===== config.mk =====
export PLATFORM = sky130hd
export DESIGN_NAME = mux_arbiter_flat
export DESIGN_NICKNAME = d
export VERILOG_FILES = /design/src/rtl/mux_arb_pkg.sv /design/src/rtl/mux_arbiter_if.sv /design/src/rtl/arb_pick.sv /design/src/rtl/mux_arbiter.sv /design/src/flat_wrapper.sv
export SDC_FILE = /design/constraint.sdc
export NUM_CORES = 1
export LEC_CHECK = 0
export BUFFER_PORTS_ARGS = -buffer_cell sky130_fd_sc_hd__buf_2
export CORE_MARGIN = 2
export CORE_UTILIZATION = 40
export DETAILED_ROUTE_END_ITERATION = 8
export HOLD_SLACK_MARGIN = 0.1
export PLACE_DENSITY_LB_ADDON = 0.08
export RECOVER_POWER = 25
export SLEW_MARGIN = 30
export SYNTH_ARGS = -nofsm -noshare
export SYNTH_HDL_FRONTEND = slang
export SYNTH_SLANG_ARGS = --single-unit

===== constraint.sdc =====
create_clock -name clk -period 5.2 [get_ports clk]
set_clock_uncertainty 0.15 [all_clocks]
set_input_delay 0.26 -clock clk [delete_from_list [all_inputs] [get_ports clk]]
set_output_delay 0.26 -clock clk [all_outputs]
set_load 0.01 [all_outputs]

===== src/rtl/mux_arb_pkg.sv =====
// Shared types and helpers for the packet-stream arbiter.
//   arb_state_e : arbiter FSM states (idle / grant held)
//   sel_width() : width of the owner index for a given requester count
//   oh2idx()    : index of the set bit in a one-hot vector (up to 16 bits)
package mux_arb_pkg;

  typedef enum logic [0:0] {
    StIdle,
    StGrant
  } arb_state_e;

  function automatic int unsigned sel_width(input int unsigned n);
    return (n <= 1) ? 1 : $clog2(n);
  endfunction

  function automatic int unsigned oh2idx(input logic [15:0] oh);
    int unsigned idx;
    idx = 0;
    for (int unsigned i = 0; i < 16; i++) begin
      if (oh[i]) idx = i;
    end
    return idx;
  endfunction

endpackage


===== src/rtl/mux_arbiter_if.sv =====
// Bundle of the requester-side and shared-output stream signals of mux_arbiter.
//   req_valid/req_data/req_last/req_ready : N requester streams (data packed i*DW +: DW)
//   out_valid/out_data/out_last/out_ready : shared output stream
//   grant/sel/busy/timeout                : arbitration status
// Modports: master = arbiter side, slave = environment side.
interface mux_arbiter_if
  import mux_arb_pkg::*;
#(
  parameter int unsigned N  = 4,
  parameter int unsigned DW = 8,
  parameter int unsigned SW = sel_width(N)
);
  logic [N-1:0]    req_valid;
  logic [N*DW-1:0] req_data;
  logic [N-1:0]    req_last;
  logic [N-1:0]    req_ready;
  logic            out_valid;
  logic [DW-1:0]   out_data;
  logic            out_last;
  logic            out_ready;
  logic [N-1:0]    grant;
  logic [SW-1:0]   sel;
  logic            busy;
  logic            timeout;

  modport master (
    input  req_valid, req_data, req_last, out_ready,
    output req_ready, out_valid, out_data, out_last, grant, sel, busy, timeout
  );

  modport slave (
    output req_valid, req_data, req_last, out_ready,
    input  req_ready, out_valid, out_data, out_last, grant, sel, busy, timeout
  );
endinterface


===== src/rtl/arb_pick.sv =====
// Combinational winner selection.
//   i_req   : per-requester request vector
//   i_ptr   : round-robin start index (ignored for fixed priority)
//   o_idx   : winner index
//   o_found : at least one request present
// USE_RR != 0 : first requester at or after i_ptr, wrapping modulo N.
// USE_RR == 0 : lowest requesting index.
module arb_pick
  import mux_arb_pkg::*;
#(
  parameter int unsigned N      = 4,
  parameter int unsigned USE_RR = 1,
  parameter int unsigned SW     = sel_width(N)
) (
  input  logic [N-1:0]  i_req,
  input  logic [SW-1:0] i_ptr,
  output logic [SW-1:0] o_idx,
  output logic          o_found
);

  logic [N-1:0] w_oh;
  logic         w_found;

  if (USE_RR != 0) begin : g_rr
    always_comb begin
      int unsigned idx;
      w_oh    = '0;
      w_found = 1'b0;
      idx     = 0;
      for (int unsigned k = 0; k < N; k++) begin
        idx = (32'(i_ptr) + k) % N;
        if (!w_found && i_req[idx[SW-1:0]]) begin
          w_oh[idx[SW-1:0]] = 1'b1;
          w_found           = 1'b1;
        end
      end
    end
  end else begin : g_fixed
    logic w_unused_ptr;
    assign w_unused_ptr = ^i_ptr;

    always_comb begin
      w_oh    = '0;
      w_found = 1'b0;
      for (int unsigned k = 0; k < N; k++) begin
        if (!w_found && i_req[k]) begin
          w_oh[k] = 1'b1;
          w_found = 1'b1;
        end
      end
    end
  end

  assign o_idx   = SW'(oh2idx(16'(w_oh)));
  assign o_found = w_found;

endmodule


===== src/rtl/mux_arbiter.sv =====
// Packet-level arbiter for N streaming requesters onto one shared output.
// A grant is taken in idle (one cycle latency) and held until the owner's last
// beat is accepted; a bubble cycle always separates packets.
//   clk   : clock, rising edge
//   rst_n : asynchronous active-low reset
//   bus   : mux_arbiter_if.master (requester streams, shared output, status)
// Optional build macro MUX_ARB_TIMEOUT_EN: revoke a grant after TIMEOUT
// consecutive GRANT cycles without out_valid, pulsing timeout for one cycle.
module mux_arbiter
  import mux_arb_pkg::*;
#(
  parameter int unsigned N       = 4,
  parameter int unsigned DW      = 8,
  parameter int unsigned USE_RR  = 1,
  parameter int unsigned TIMEOUT = 16,
  parameter int unsigned SW      = sel_width(N)
) (
  input logic             clk,
  input logic             rst_n,
  mux_arbiter_if.master   bus
);

  arb_state_e    r_state;
  logic [N-1:0]  r_grant;
  logic [SW-1:0] r_sel;
  logic [SW-1:0] r_ptr;
  logic          r_busy;
  logic          r_timeout;

  logic [SW-1:0] w_pick_idx;
  logic          w_found;
  logic [N-1:0]  w_pick_oh;
  logic [DW-1:0] w_data [N];
  logic          w_own_valid;
  logic          w_own_last;
  logic          w_rel_last;
  logic          w_force;
  logic [SW-1:0] w_ptr_next;

  arb_pick #(
    .N      (N),
    .USE_RR (USE_RR),
    .SW     (SW)
  ) u_pick (
    .i_req   (bus.req_valid),
    .i_ptr   (r_ptr),
    .o_idx   (w_pick_idx),
    .o_found (w_found)
  );

  assign w_pick_oh = {{(N-1){1'b0}}, 1'b1} << w_pick_idx;

  for (genvar g = 0; g < N; g++) begin : g_data
    assign w_data[g] = bus.req_data[g*DW +: DW];
  end

  // r_grant is zero in idle, so masking by it gives both the pass-through and
  // the idle-state zeros without decoding the state.
  assign w_own_valid = |(r_grant & bus.req_valid);
  assign w_own_last  = |(r_grant & bus.req_last);
  assign w_rel_last  = w_own_valid & bus.out_ready & w_own_last;
  assign w_ptr_next  = (32'(r_sel) == N - 1) ? '0 : r_sel + SW'(1);

  assign bus.out_valid = w_own_valid;
  assign bus.out_last  = w_own_last;
  assign bus.out_data  = w_data[r_sel];
  assign bus.req_ready = r_grant & {N{bus.out_ready}};
  assign bus.grant     = r_grant;
  assign bus.sel       = r_sel;
  assign bus.busy      = r_busy;
  assign bus.timeout   = r_timeout;

`ifdef MUX_ARB_TIMEOUT_EN
  localparam int unsigned CW = $clog2(TIMEOUT + 1);
  logic [CW-1:0] r_idle_cnt;

  // Release on the edge that ends the TIMEOUT-th consecutive idle cycle.
  assign w_force = (r_state == StGrant) && !w_own_valid && (r_idle_cnt == CW'(TIMEOUT - 1));
`else
  logic w_unused_timeout;
  assign w_unused_timeout = (TIMEOUT < 2);
  assign w_force          = 1'b0;
`endif

  always_ff @(posedge clk or negedge rst_n) begin
    if (!rst_n) begin
      r_state   <= StIdle;
      r_grant   <= '0;
      r_sel     <= '0;
      r_ptr     <= '0;
      r_busy    <= 1'b0;
      r_timeout <= 1'b0;
`ifdef MUX_ARB_TIMEOUT_EN
      r_idle_cnt <= '0;
`endif
    end else begin
      r_timeout <= 1'b0;
      case (r_state)
        StIdle: begin
          if (w_found) begin
            r_state <= StGrant;
            r_grant <= w_pick_oh;
            r_sel   <= w_pick_idx;
            r_busy  <= 1'b1;
`ifdef MUX_ARB_TIMEOUT_EN
            r_idle_cnt <= '0;
`endif
          end
        end
        StGrant: begin
`ifdef MUX_ARB_TIMEOUT_EN
          if (w_own_valid) r_idle_cnt <= '0;
          else             r_idle_cnt <= r_idle_cnt + CW'(1);
`endif
          // sel deliberately keeps the last owner after release.
          if (w_rel_last || w_force) begin
            r_state   <= StIdle;
            r_grant   <= '0;
            r_busy    <= 1'b0;
            r_ptr     <= w_ptr_next;
            r_timeout <= w_force;
          end
        end
        default: r_state <= StIdle;
      endcase
    end
  end

endmodule


===== src/flat_wrapper.sv =====
// flat-port wrapper written by rule: the top's interface ports become plain ports
module mux_arbiter_flat import mux_arb_pkg::*;
#(
  parameter int unsigned N       = 4,
  parameter int unsigned DW      = 8,
  parameter int unsigned USE_RR  = 1,
  parameter int unsigned TIMEOUT = 16,
  parameter int unsigned SW      = sel_width(N)
)
  (clk, rst_n, bus_req_valid, bus_req_data, bus_req_last, bus_out_ready, bus_req_ready, bus_out_valid, bus_out_data, bus_out_last, bus_grant, bus_sel, bus_busy, bus_timeout);
  mux_arbiter_if #(.N(N), .DW(DW), .SW(SW)) bus_i ();
  input logic clk;
  input logic rst_n;
  input wire logic [$bits(bus_i.req_valid)-1:0] bus_req_valid;
  input wire logic [$bits(bus_i.req_data)-1:0] bus_req_data;
  input wire logic [$bits(bus_i.req_last)-1:0] bus_req_last;
  input wire logic [$bits(bus_i.out_ready)-1:0] bus_out_ready;
  output wire logic [$bits(bus_i.req_ready)-1:0] bus_req_ready;
  output wire logic [$bits(bus_i.out_valid)-1:0] bus_out_valid;
  output wire logic [$bits(bus_i.out_data)-1:0] bus_out_data;
  output wire logic [$bits(bus_i.out_last)-1:0] bus_out_last;
  output wire logic [$bits(bus_i.grant)-1:0] bus_grant;
  output wire logic [$bits(bus_i.sel)-1:0] bus_sel;
  output wire logic [$bits(bus_i.busy)-1:0] bus_busy;
  output wire logic [$bits(bus_i.timeout)-1:0] bus_timeout;
  assign bus_i.req_valid = bus_req_valid;
  assign bus_i.req_data = bus_req_data;
  assign bus_i.req_last = bus_req_last;
  assign bus_i.out_ready = bus_out_ready;
  assign bus_req_ready = bus_i.req_ready;
  assign bus_out_valid = bus_i.out_valid;
  assign bus_out_data = bus_i.out_data;
  assign bus_out_last = bus_i.out_last;
  assign bus_grant = bus_i.grant;
  assign bus_sel = bus_i.sel;
  assign bus_busy = bus_i.busy;
  assign bus_timeout = bus_i.timeout;
  mux_arbiter #(.N(N), .DW(DW), .USE_RR(USE_RR), .TIMEOUT(TIMEOUT), .SW(SW)) u_core (.clk(clk), .rst_n(rst_n), .bus(bus_i));
endmodule

==> out/qor.yml, run 1 <==
run_status:
  outcome: "complete, no violations"
critical_path:
  critPathMaxStageDelay_ns: 0.69
  critPathSlowestCell: "dfrtp_1"
  r2r_end: "u_core.bus.grant[1]"
  arrival_ns: 2.96
  required_ns: 5.26
  crit_type: "flop to flop"
  path_cells: "inv_1 -> ha_1 -> mux2i_1 -> mux2_2 -> a211oi_1 -> nor2_1 -> a211oi_2 -> a22o_1"
  endpoint_kind: "flop"
  cp_top_family: "compound AO/OA/AOI/OAI gates"
  worst-path-buf-inv: 1
  startpoint_type: "flop"
  r2r_start: "u_core.r_ptr[0]"
  rrSetupSlack_ns: 2.30
  cp_max_fo: 17
  r2r_cells: 8
place:
  portBuffers: 63
  place_hpwl_um: 2230
  dpl-instance-area_mm2: 0.00145
  gp_congestion: 0.902
  dp_slack_ns: 2.33
clock_network:
  cts_buffers: 3
  cts_setup_buffers: 0
  clk_pin_slew_ns: 0.07
  cts_max_path_buffers: 2
  clock_latency_ns: 0.27
  cts.root.buffer_cell: "clkbuf_4"
  cts_htree_levels: 1
  cts_sinks: 10
  cts_tree: "built"
final_layout:
  area_growth_pct: 32.2
  num-nets-final: 219
  n_fill_cell: 254
  final_cell_mix: "buf_2 (62), mux4_2 (11), nand2_1 (10), dfrtp_1 (10), nor2_1 (8)"
  num_antenna_cells: 0
  fin_util_pct: 54.7
  finalInstanceArea_mm2: 0.00150
  mostFrequentLayoutCell: "buf_2"
  drive_gt1_share_pct: 50.6
timing:
  setup_viol: 0
  fin_crit_ns: 2.90
  fmax_ghz: 0.345
  period_share_pct: 55.7
  timing.slew.headroom_pct: 60.4
  hold-worst-slack_ns: 0.327
  hold_viol: 0
  slew_violations: 0
  tightestPinTransition_ns: 0.594
  fin_setup_tns_ns: 0
  fin_ws_ns: 2.30
  rsz0062_at_grt: "no"
yosys:
  syn_area_per_cell_um2: 10.7
  synth_seq_area_share_pct: 22.1
  yosys_warnings: 0
  synth.cell_area_mm2: 0.00113
  synthDistinctLibCells: 37
  synthCells: 106
  ys_ff_latch: 10
  syn-num-nets: 156
detailed_routing:
  vias: 1085
  wl_per_cell_um: 13.8
  drcViolationCount: 0
  vias_per_cell: 5.45
  wl_um: 2750
  drt_first_pass_iters: 4
  first_iter_violations: 39
  ant_nets: 0
floorplan:
  initial_utilization_pct: 41.4
  fp.dieH_um: 57.2
  dieArea_mm2: 0.00327
  die-width_um: 57.2
  core_mm2: 0.00273
  boundaryPins: 65
  core.rowCount: 19
power_and_ir_drop:
  power.share.clock_pct: 9.3
  p_int_uw: 411
  ir_drop_uv: 281
  p_sw_uw: 347
  power.density_mw_per_mm2: 506
  netSwitchingFraction_pct: 45.7
  p_seq_share_pct: 24.6
  power_leakage_nw: 0.706
  combPwrFrac_pct: 66.1
global_route:
  antenna_found_initial: 0
  grt_first_pass_wirelength_um: 4640
  grtUsageTotal_pct: 18.4
  grt_max_degree: 18
  grt_pass1_vias: 1048
  overflow: 0
run:
  max-cap-violations: 0
hold_path:
  hold_class: "primary input to async pin"
-- worst max-delay path by stage --
stage / from / to / slack [ns] / depth (start not counted)
floorplan: u_core.r_ptr[1] / u_core.bus.grant[0] / 2.66 / 9
global placement: u_core.r_ptr[0] / u_core.bus.sel[0] / 2.39 / 8
detailed placement: u_core.r_ptr[0] / u_core.bus.sel[0] / 2.33 / 8
CTS: u_core.r_ptr[0] / u_core.bus.sel[0] / 2.30 / 8
global route: u_core.r_ptr[0] / u_core.bus.grant[2] / 2.05 / 8
finish: u_core.r_ptr[0] / u_core.bus.grant[1] / 2.30 / 8
-- metal layers --
| metal | vias to the layer above | global-route usage (%) | wire length (um) |
|---|---|---|---|
| li1 | 535 | - | - |
| met1 | 485 | 24.5 | 1260 |
| met2 | 61 | 29.1 | 1210 |
| met3 | 4 | 3.85 | 230 |
| met4 | 0 | 7.97 | 51 |
| met5 | - | 0 | 0 |
-- through the flow --
stage                     std cells  total power [mW]
after floorplan                 106             0.557
after detailed placement        194             0.690
final                           199             0.757
after CTS                       199             0.766
after global routing            199             0.831
after global placement          194             0.684
-- power groups by stage --
| stage | clock, mW | combinational, mW | sequential [mW] |
|---|---|---|---|
| global route | 0.0785 | 0.553 | 0.200 |
| finish | 0.0705 | 0.500 | 0.187 |
| global placement | 0 | 0.497 | 0.186 |
| floorplan | 0 | 0.410 | 0.146 |
| detailed placement | 0 | 0.500 | 0.190 |
| CTS | 0.0727 | 0.504 | 0.189 |
-- layout make-up --
type,count,area (um2),area share (%)
Sequential cell,10,250,16.7
Inverter,2,7.51,0.502
Clock buffer,4,36.3,2.42
Multi-Input combinational cell,88,840,56.1
Tap cell,31,38.8,2.59
Timing Repair Buffer,64,324,21.7
-- registers in the layout, summed over array words and instances, names as in the netlist --
| name | count |
|---|---|
| u_core.bus.busy | 1 |
| u_core.r_ptr | 2 |
| u_core.bus.grant | 4 |
| u_core.bus.sel | 2 |
| u_core.r_state | 1 |
-- synth_stat cells, drive strengths merged --
library cell | instances | area share, %
a2111oi | 1 | 2.4
a211o | 1 | 0.77
a211oi | 3 | 2.4
a21boi | 1 | 0.66
a21o | 1 | 0.66
a21oi | 3 | 1.3
a22o | 2 | 1.5
a22oi | 4 | 2.7
and2 | 4 | 2.2
buf | 4 | 2.4
clkbuf | 2 | 0.66
conb | 1 | 0.33
dfrtp | 10 | 22
ha | 7 | 7.7
inv | 2 | 0.66
mux2 | 2 | 2.0
mux2i | 4 | 3.5
mux4 | 12 | 24
nand2 | 10 | 3.3
nand2b | 4 | 2.2
nand4 | 1 | 0.55
nor2 | 8 | 2.7
nor2b | 3 | 1.7
nor3 | 1 | 0.44
nor3b | 1 | 0.66
nor4 | 1 | 0.55
nor4b | 1 | 2.1
o21a | 2 | 1.3
o21ai | 4 | 2.8
o22ai | 5 | 2.8
o31ai | 1 | 0.66
-- repair_timing --
action / CTS / global route
endpoints found under the hold margin: 10 / 0
gates resized for setup: 0 / 0
hold buffers: 1 / 0
-- kinds of logic (layout without fill, tap and decap cells) --
family          count (synthesis)  after routing  share of synthesized area (%)
buf+inv                         8             70                           3.76
other cells                     1              1                          0.331
fa+ha+maj                       7              7                           7.73
flops                          10             10                           22.1
mux                            18             18                           29.7
compound gates                 28             28                           20.0
simple gates                   34             34                           16.4
Power figures use the tool's default switching activity.
==> run 2, diff against run 1 <==
--- a/config.mk
+++ b/config.mk
@@ -5,6 +5,7 @@
 export SDC_FILE = /design/constraint.sdc
 export NUM_CORES = 1
 export LEC_CHECK = 0
+export ABC_AREA = 1
 export BUFFER_PORTS_ARGS = -buffer_cell sky130_fd_sc_hd__buf_2
 export CORE_MARGIN = 2
 export CORE_UTILIZATION = 40
==> constraint.sdc (replaced) <==
create_clock -name clk -period 2.4 [get_ports clk]
set_clock_uncertainty 0.15 [all_clocks]
set_input_delay 0.12 -clock clk [delete_from_list [all_inputs] [get_ports clk]]
set_output_delay 0.12 -clock clk [all_outputs]
set_load 0.01 [all_outputs]
==> out/qor.yml, run 2 <==
run_status:
  outcome: "complete, no violations"
clock_network:
  cts_sinks: 10  # unchanged
  cts_max_path_buffers: 2  # unchanged
  cts_resized: 0  # unchanged
  clk_pin_slew_ns: 0.07  # about the same
  clock_latency_ns: 0.26  # about the same
  cts.root.buffer_cell: "clkbuf_4"
  cts_tree: "built"
  cts_buffers: 3  # unchanged
  cts_htree_levels: 1  # unchanged
yosys:
  synthCells: 190  # +79%
  synth_area_leaders: "dfrtp_1 (20%), nand2_1 (13%), nand3_1 (8.1%)"
  syn-num-nets: 240  # +54%
  synth.most_common_cell: "nand2_1"
  ys.flop_type: "dfrtp_1"
  synth.cell_area_mm2: 0.00123  # +9.0%
  yosys_warnings: 0  # unchanged
  yosys.area.top_type: "dfrtp_1"
  syn_area_per_cell_um2: 6.49  # -39%
  async_reset_ff_share_pct: 100  # unchanged
  ys_ff_latch: 10  # unchanged
  ys_top_cells_by_count: "nand2_1 (43), nor2_1 (25), inv_1 (20), nand3_1 (20), o21ai_0 (17)"
  synth_seq_area_share_pct: 20.3  # -1.8 points
  synthDistinctLibCells: 28  # -24%
  synth_edf_count: 0  # unchanged
  synth_top_area_share_pct: 20.3  # -1.8 points
critical_path:
  crit_type: "flop to flop"
  rrSetupSlack_ns: 0.35  # -1.95 ns
  r2r_cells: 11  # +3
  critPathSlowestCell: "dfrtp_1"
  worst-path-buf-inv: 3  # +2
  crit_cells: 11  # +3
  arrival_ns: 2.04  # -0.92 ns
  worstSetupEndpoint: "u_core.bus.grant[2]"
  startpoint: "u_core.r_ptr[0]"
  cp_max_fo: 9  # -8
  startpoint_type: "flop"
  critPathMaxStageDelay_ns: 0.45  # -0.24 ns
  required_ns: 2.40  # -2.86 ns
  r2r_start: "u_core.r_ptr[0]"
  cp_top_family: "simple AND/OR/NAND/NOR gates"
  r2r_end: "u_core.bus.grant[2]"
  path_common_cell: "nand3_1"
  path_cells: "inv_8 -> ha_1 -> inv_1 -> nand3_1 -> nand2_2 -> nand2_4 -> nor3_4 -> nor2_4 -> clkinv_1 -> nand3_1 -> o21ai_1"
  endpoint_kind: "flop"
global_route:
  grtUsageTotal_pct: 18.9  # +0.52 points
  grt_pass1_vias: 1145  # +9.3%
  antenna_found_initial: 0  # unchanged
  grt_max_degree: 20  # +2
  grt_first_pass_wirelength_um: 5310  # +14%
  overflow: 0  # unchanged
detailed_routing:
  first_iter_violations: 47  # +21%
  wl_per_cell_um: 11.3  # -18%
  vias: 1377  # +27%
  ant_nets: 0  # unchanged
  wl_um: 3270  # +19%
  drt_first_pass_iters: 4  # unchanged
  vias_per_cell: 4.76  # -13%
  drcViolationCount: 0  # unchanged
power_and_ir_drop:
  netSwitchingFraction_pct: 56.4  # +11 points
  p_int_uw: 923  # +120%
  power_leakage_nw: 0.907  # +28%
  combPwrFrac_pct: 76.1  # +10 points
  ir_drop_uv: 580  # +110%
  p_seq_share_pct: 16.7  # -7.9 points
  p_sw_mw: 1.19  # +240%
  power.density_mw_per_mm2: 1300  # +160%
  power.share.clock_pct: 7.2  # -2.1 points
place:
  gp_congestion: 0.886  # -1.7%
  portBuffers: 63  # unchanged
  dpl-instance-area_mm2: 0.00158  # +8.8%
  place_hpwl_um: 2660  # +19%
final_layout:
  num-nets-final: 307  # +40%
  largest_reg_flops: 4  # unchanged
  mostFrequentLayoutCell: "buf_2"
  fin_util_pct: 54.0  # -0.70 points
  drive_gt1_share_pct: 33.2  # -17 points
  n_fill_cell: 322  # +27%
  finalInstanceArea_mm2: 0.00162  # +8.4%
  final_cell_mix: "buf_2 (53), nand2_1 (43), nor2_1 (25)"
  num_antenna_cells: 0  # unchanged
  area_growth_pct: 31.5
floorplan:
  initial_utilization_pct: 41.1  # -0.34 points
  core.rowCount: 20  # +1
  die-width_um: 59.5  # +4.1%
  boundaryPins: 65  # unchanged
  dieArea_mm2: 0.00354  # +8.3%
  fp.dieH_um: 59.5  # +4.1%
  core_mm2: 0.00300  # +9.8%
timing:
  setup_viol: 0  # unchanged
  rsz0062_at_grt: "no"
  period_share_pct: 85.4  # +30 points
  fin_setup_tns_ns: 0  # unchanged
  hold-worst-slack_ns: 0.281  # -0.0463 ns
  fmax_ghz: 0.488  # +41%
  fin_crit_ns: 2.05  # -0.850 ns
  slew_violations: 0  # unchanged
  hold_viol: 0  # unchanged
hold_path:
  hold_class: "primary input to flop"
run:
  max-cap-violations: 0  # unchanged
[run 2: logic make-up (layout without fill, tap and decap cells)]
| group | count (synthesis) | after routing | share of synthesized area, % |
|---|---|---|---|
| other | 1 | 1 | 0.304 |
| buffers and inverters | 29 | 95 | 10.3 |
| and+or+nand+nor | 113 | 113 | 48.5 |
| AOI/OAI and AO/OA | 30 | 30 | 13.5 |
| DFF | 10 | 10 | 20.3 |
| adders and majority gates | 7 | 7 | 7.10 |
[run 2: final cells by class]
type,count,area [um2],share of cell area (%)
repair buffers,68,345,21.3
well taps,33,41.3,2.54
clock buffers,4,36.3,2.24
flip-flops and latches,10,250,15.4
multi-input cells,151,856,52.7
inverters,23,93.8,5.78
[run 2: per-stage QoR]
step	setup WS [ns]	std cells	total power, mW
2_1_floorplan	0.426	190	1.54
3_3_place_gp	0.381	283	1.99
3_5_place_dp	0.361	283	1.98
4_1_cts	0.349	289	2.14
5_1_grt	0.170	289	2.36
6_report	0.351	289	2.12
[run 2: worst min-delay path, delay by kind of cell]
family,cells,cell delay [ns]
and+or+nand+nor,1,0.29
buffers and inverters,1,0.13
AOI/OAI and AO/OA,1,0.11
[run 2: worst min-delay path by stage]
stage / endpoint / depth (start not counted) / slack, ns / from
4_1_cts: u_core.r_ptr[0] / 3 / 0.27 / bus_out_ready
3_5_place_dp: u_core.bus.busy / 1 / -0.15 / rst_n
2_1_floorplan: u_core.bus.busy / 0 / -0.33 / rst_n
3_3_place_gp: u_core.bus.busy / 1 / -0.15 / rst_n
5_1_grt: u_core.r_ptr[0] / 3 / 0.29 / bus_out_ready
6_report: u_core.r_ptr[0] / 3 / 0.28 / bus_out_ready
[run 2: timing repair]
item | CTS | global route
buffers inserted | 0 | 0
hold buffers | 2 | 0
hold endpoints to repair | 10 | 0
[run 2: metal layers]
metal	global-route usage, %	share of wire [%]
met5	0	0
met4	2.22	0
met3	2.84	3.1
met2	29.0	48
met1	28.7	49
[run 2: power groups by stage]
| stage | clock (mW) | sequential, mW | combinational, mW |
|---|---|---|---|
| final | 0.152 | 0.353 | 1.61 |
| after global routing | 0.162 | 0.366 | 1.83 |
| after CTS | 0.154 | 0.351 | 1.64 |
| after detailed placement | 0 | 0.355 | 1.62 |
| after global placement | 0 | 0.353 | 1.64 |
| after floorplan | 0 | 0.356 | 1.19 |
==> run 3, diff against run 2 <==
--- a/config.mk
+++ b/config.mk
@@ -11,9 +11,9 @@
 export CORE_UTILIZATION = 40
 export DETAILED_ROUTE_END_ITERATION = 8
 export HOLD_SLACK_MARGIN = 0.1
-export PLACE_DENSITY_LB_ADDON = 0.08
+export PLACE_DENSITY = 0.81
 export RECOVER_POWER = 25
-export SLEW_MARGIN = 30
+export SLEW_MARGIN = 0
 export SYNTH_ARGS = -nofsm -noshare
 export SYNTH_HDL_FRONTEND = slang
 export SYNTH_SLANG_ARGS = --single-unit
==> out/qor.yml, run 3 (synthesis results as in run 2) <==
run_status:
  outcome: "complete, no violations"
clock_network:
  clk_pin_slew_ns: 0.07  # about the same
  cts_tree: "built"
  cts_buffers: 3  # unchanged
  cts_sinks: 10  # unchanged
  cts_max_path_buffers: 2  # unchanged
  cts_setup_buffers: 0  # unchanged
  cts.root.buffer_cell: "clkbuf_4"
  cts_htree_levels: 1  # unchanged
  clock_latency_ns: 0.26  # about the same
critical_path:
  startpoint_type: "flop"
  endpoint_kind: "flop"
  path_common_cell: "nand3_1"
  arrival_ns: 2.17  # +0.13 ns
  path_cells: "inv_2 -> ha_1 -> inv_1 -> nand3_1 -> nand2_2 -> nand2_4 -> nor3_4 -> nor2_4 -> clkinv_1 -> nand3_1 -> o21ai_1"
  critPathMaxStageDelay_ns: 0.52  # +0.07 ns
  crit_type: "flop to flop"
  cp_max_fo: 8  # -1
  required_ns: 2.40  # about the same
  critPathSlowestCell: "dfrtp_1"
  r2r_cells: 11  # unchanged
detailed_routing:
  ant_nets: 0  # unchanged
  drcViolationCount: 0  # unchanged
  vias: 1458  # +5.9%
  first_iter_violations: 83  # +77%
  vias_per_cell: 5.04  # +5.9%
  drt_first_pass_iters: 4  # unchanged
  wl_per_cell_um: 11.1  # -2.2%
  wl_um: 3200  # -2.2%
floorplan:
  core.rowCount: 20  # unchanged
  dieArea_mm2: 0.00354  # unchanged
  initial_utilization_pct: 41.1  # unchanged
  boundaryPins: 65  # unchanged
  fp.dieH_um: 59.5  # unchanged
  core_mm2: 0.00300  # unchanged
  die-width_um: 59.5  # unchanged
hold_path:
  hold_class: "primary input to flop"
  hold_depth: 3  # unchanged
final_layout:
  fin_cells: 289  # unchanged
  multi_input_area_um2: 856  # unchanged
  n_fill_cell: 293  # -9.0%
  num_antenna_cells: 0  # unchanged
  largest_reg_flops: 4  # unchanged
  final_cell_mix: "buf_2 (58), nand2_1 (43), nor2_1 (25)"
  area.sequential_um2: 250  # unchanged
  fin_util_pct: 54.3  # +0.29 points
  num-nets-final: 307  # unchanged
  mostFrequentLayoutCell: "buf_2"
  finalInstanceArea_mm2: 0.00163  # +0.54%
  area_growth_pct: 32.3
  drive_gt1_share_pct: 34.8  # +1.6 points
global_route:
  grtUsageTotal_pct: 19.6  # +0.73 points
  antenna_found_initial: 0  # unchanged
  overflow: 0  # unchanged
  grt_first_pass_wirelength_um: 5460  # +3.0%
  grt_max_degree: 21  # +5.0%
  grt_pass1_vias: 1354  # +18%
place:
  dp_slack_ns: 0.253  # -0.109 ns
  dpl-instance-area_mm2: 0.00157  # -0.47%
  dp_cells: 282  # -0.35%
  portBuffers: 63  # unchanged
  gp_congestion: 0.898  # +1.3%
  place_hpwl_um: 2610  # -2.0%
timing:
  fin_ws_ns: 0.227  # -0.124 ns
  rsz0062_at_grt: "no"
  hold-worst-slack_ns: 0.234  # -0.0471 ns
  period_share_pct: 90.6  # +5.2 points
  slew_violations: 0  # unchanged
  fin_crit_ns: 2.17  # +0.124 ns
  fin_setup_tns_ns: 0  # unchanged
  hold_viol: 0  # unchanged
  setup_viol: 0  # unchanged
  fmax_ghz: 0.460  # -5.7%
power_and_ir_drop:
  p_int_uw: 921  # -0.22%
  p_seq_share_pct: 17.5  # +0.8 points
  power.share.clock_pct: 7.2  # about the same
  power_leakage_nw: 0.927  # +2.2%
  combPwrFrac_pct: 75.3  # -0.8 points
  total_power_mw: 2.11  # -0.20%
  ir_drop_uv: 496  # -15%
  netSwitchingFraction_pct: 56.4  # about the same
  p_sw_mw: 1.19  # -0.18%
  power.density_mw_per_mm2: 1300  # -0.73%
run:
  max-cap-violations: 0  # unchanged
[run 3: cell count changes in the layout (fill, tap and decap cells not counted), sizes merged]
| cell | delta |
|---|---|
| clkbuf | -5 |
| buf | +4 |
| dlygate4sd3 | +1 |
[run 3: power groups by stage]
| stage | logic [mW] | registers (mW) | clock network [mW] |
|---|---|---|---|
| 3_5_place_dp | 1.60 | 0.373 | 0 |
| 3_3_place_gp | 1.59 | 0.372 | 0 |
| 6_report | 1.59 | 0.369 | 0.153 |
| 2_1_floorplan | 1.19 | 0.356 | 0 |
| 4_1_cts | 1.61 | 0.370 | 0.157 |
| 5_1_grt | 1.80 | 0.385 | 0.166 |
[run 3: cell type report]
class	instances	area share, %
inverter	23	5.75
clock buffer	4	2.22
multi-input combinational	151	52.5
sequential	10	15.3
tap	33	2.53
timing repair buffer	68	21.7
[run 3: metal layers]
metal	global-route usage, %	up-vias	wire, um
li1	-	750	-
met1	25.6	638	1440
met2	34.5	66	1510
met3	1.97	4	226
met4	5.08	0	17
met5	0	-	0
[run 3: final timing paths]
path | startpoint | slack [ns] | end
worst max-delay path | u_core.r_ptr[1] | 0.23 | u_core.bus.grant[2]
worst min-delay path | bus_out_ready | 0.23 | u_core.r_ptr[0]
worst max register to register | u_core.r_ptr[1] | 0.23 | u_core.bus.grant[2]
worst min register to register | u_core.bus.busy | 0.33 | u_core.bus.busy
max in group asynchronous | rst_n | 0.47 | u_core.r_ptr[1]
min in group asynchronous | rst_n | 0.66 | u_core.bus.grant[2]
[run 3: repair_timing]
action,in CTS,in global routing
gates resized for setup,0,0
hold buffers,3,0
hold endpoints to repair,10,0
[run 3: worst max-delay path, delay by kind of cell (launching register included)]
family	cells	cell delay, ns
and+or+nand+nor	6	0.57
DFF	1	0.52
buffers and inverters	3	0.38
adders and majority gates	1	0.36
AOI/OAI and AO/OA	1	0.08
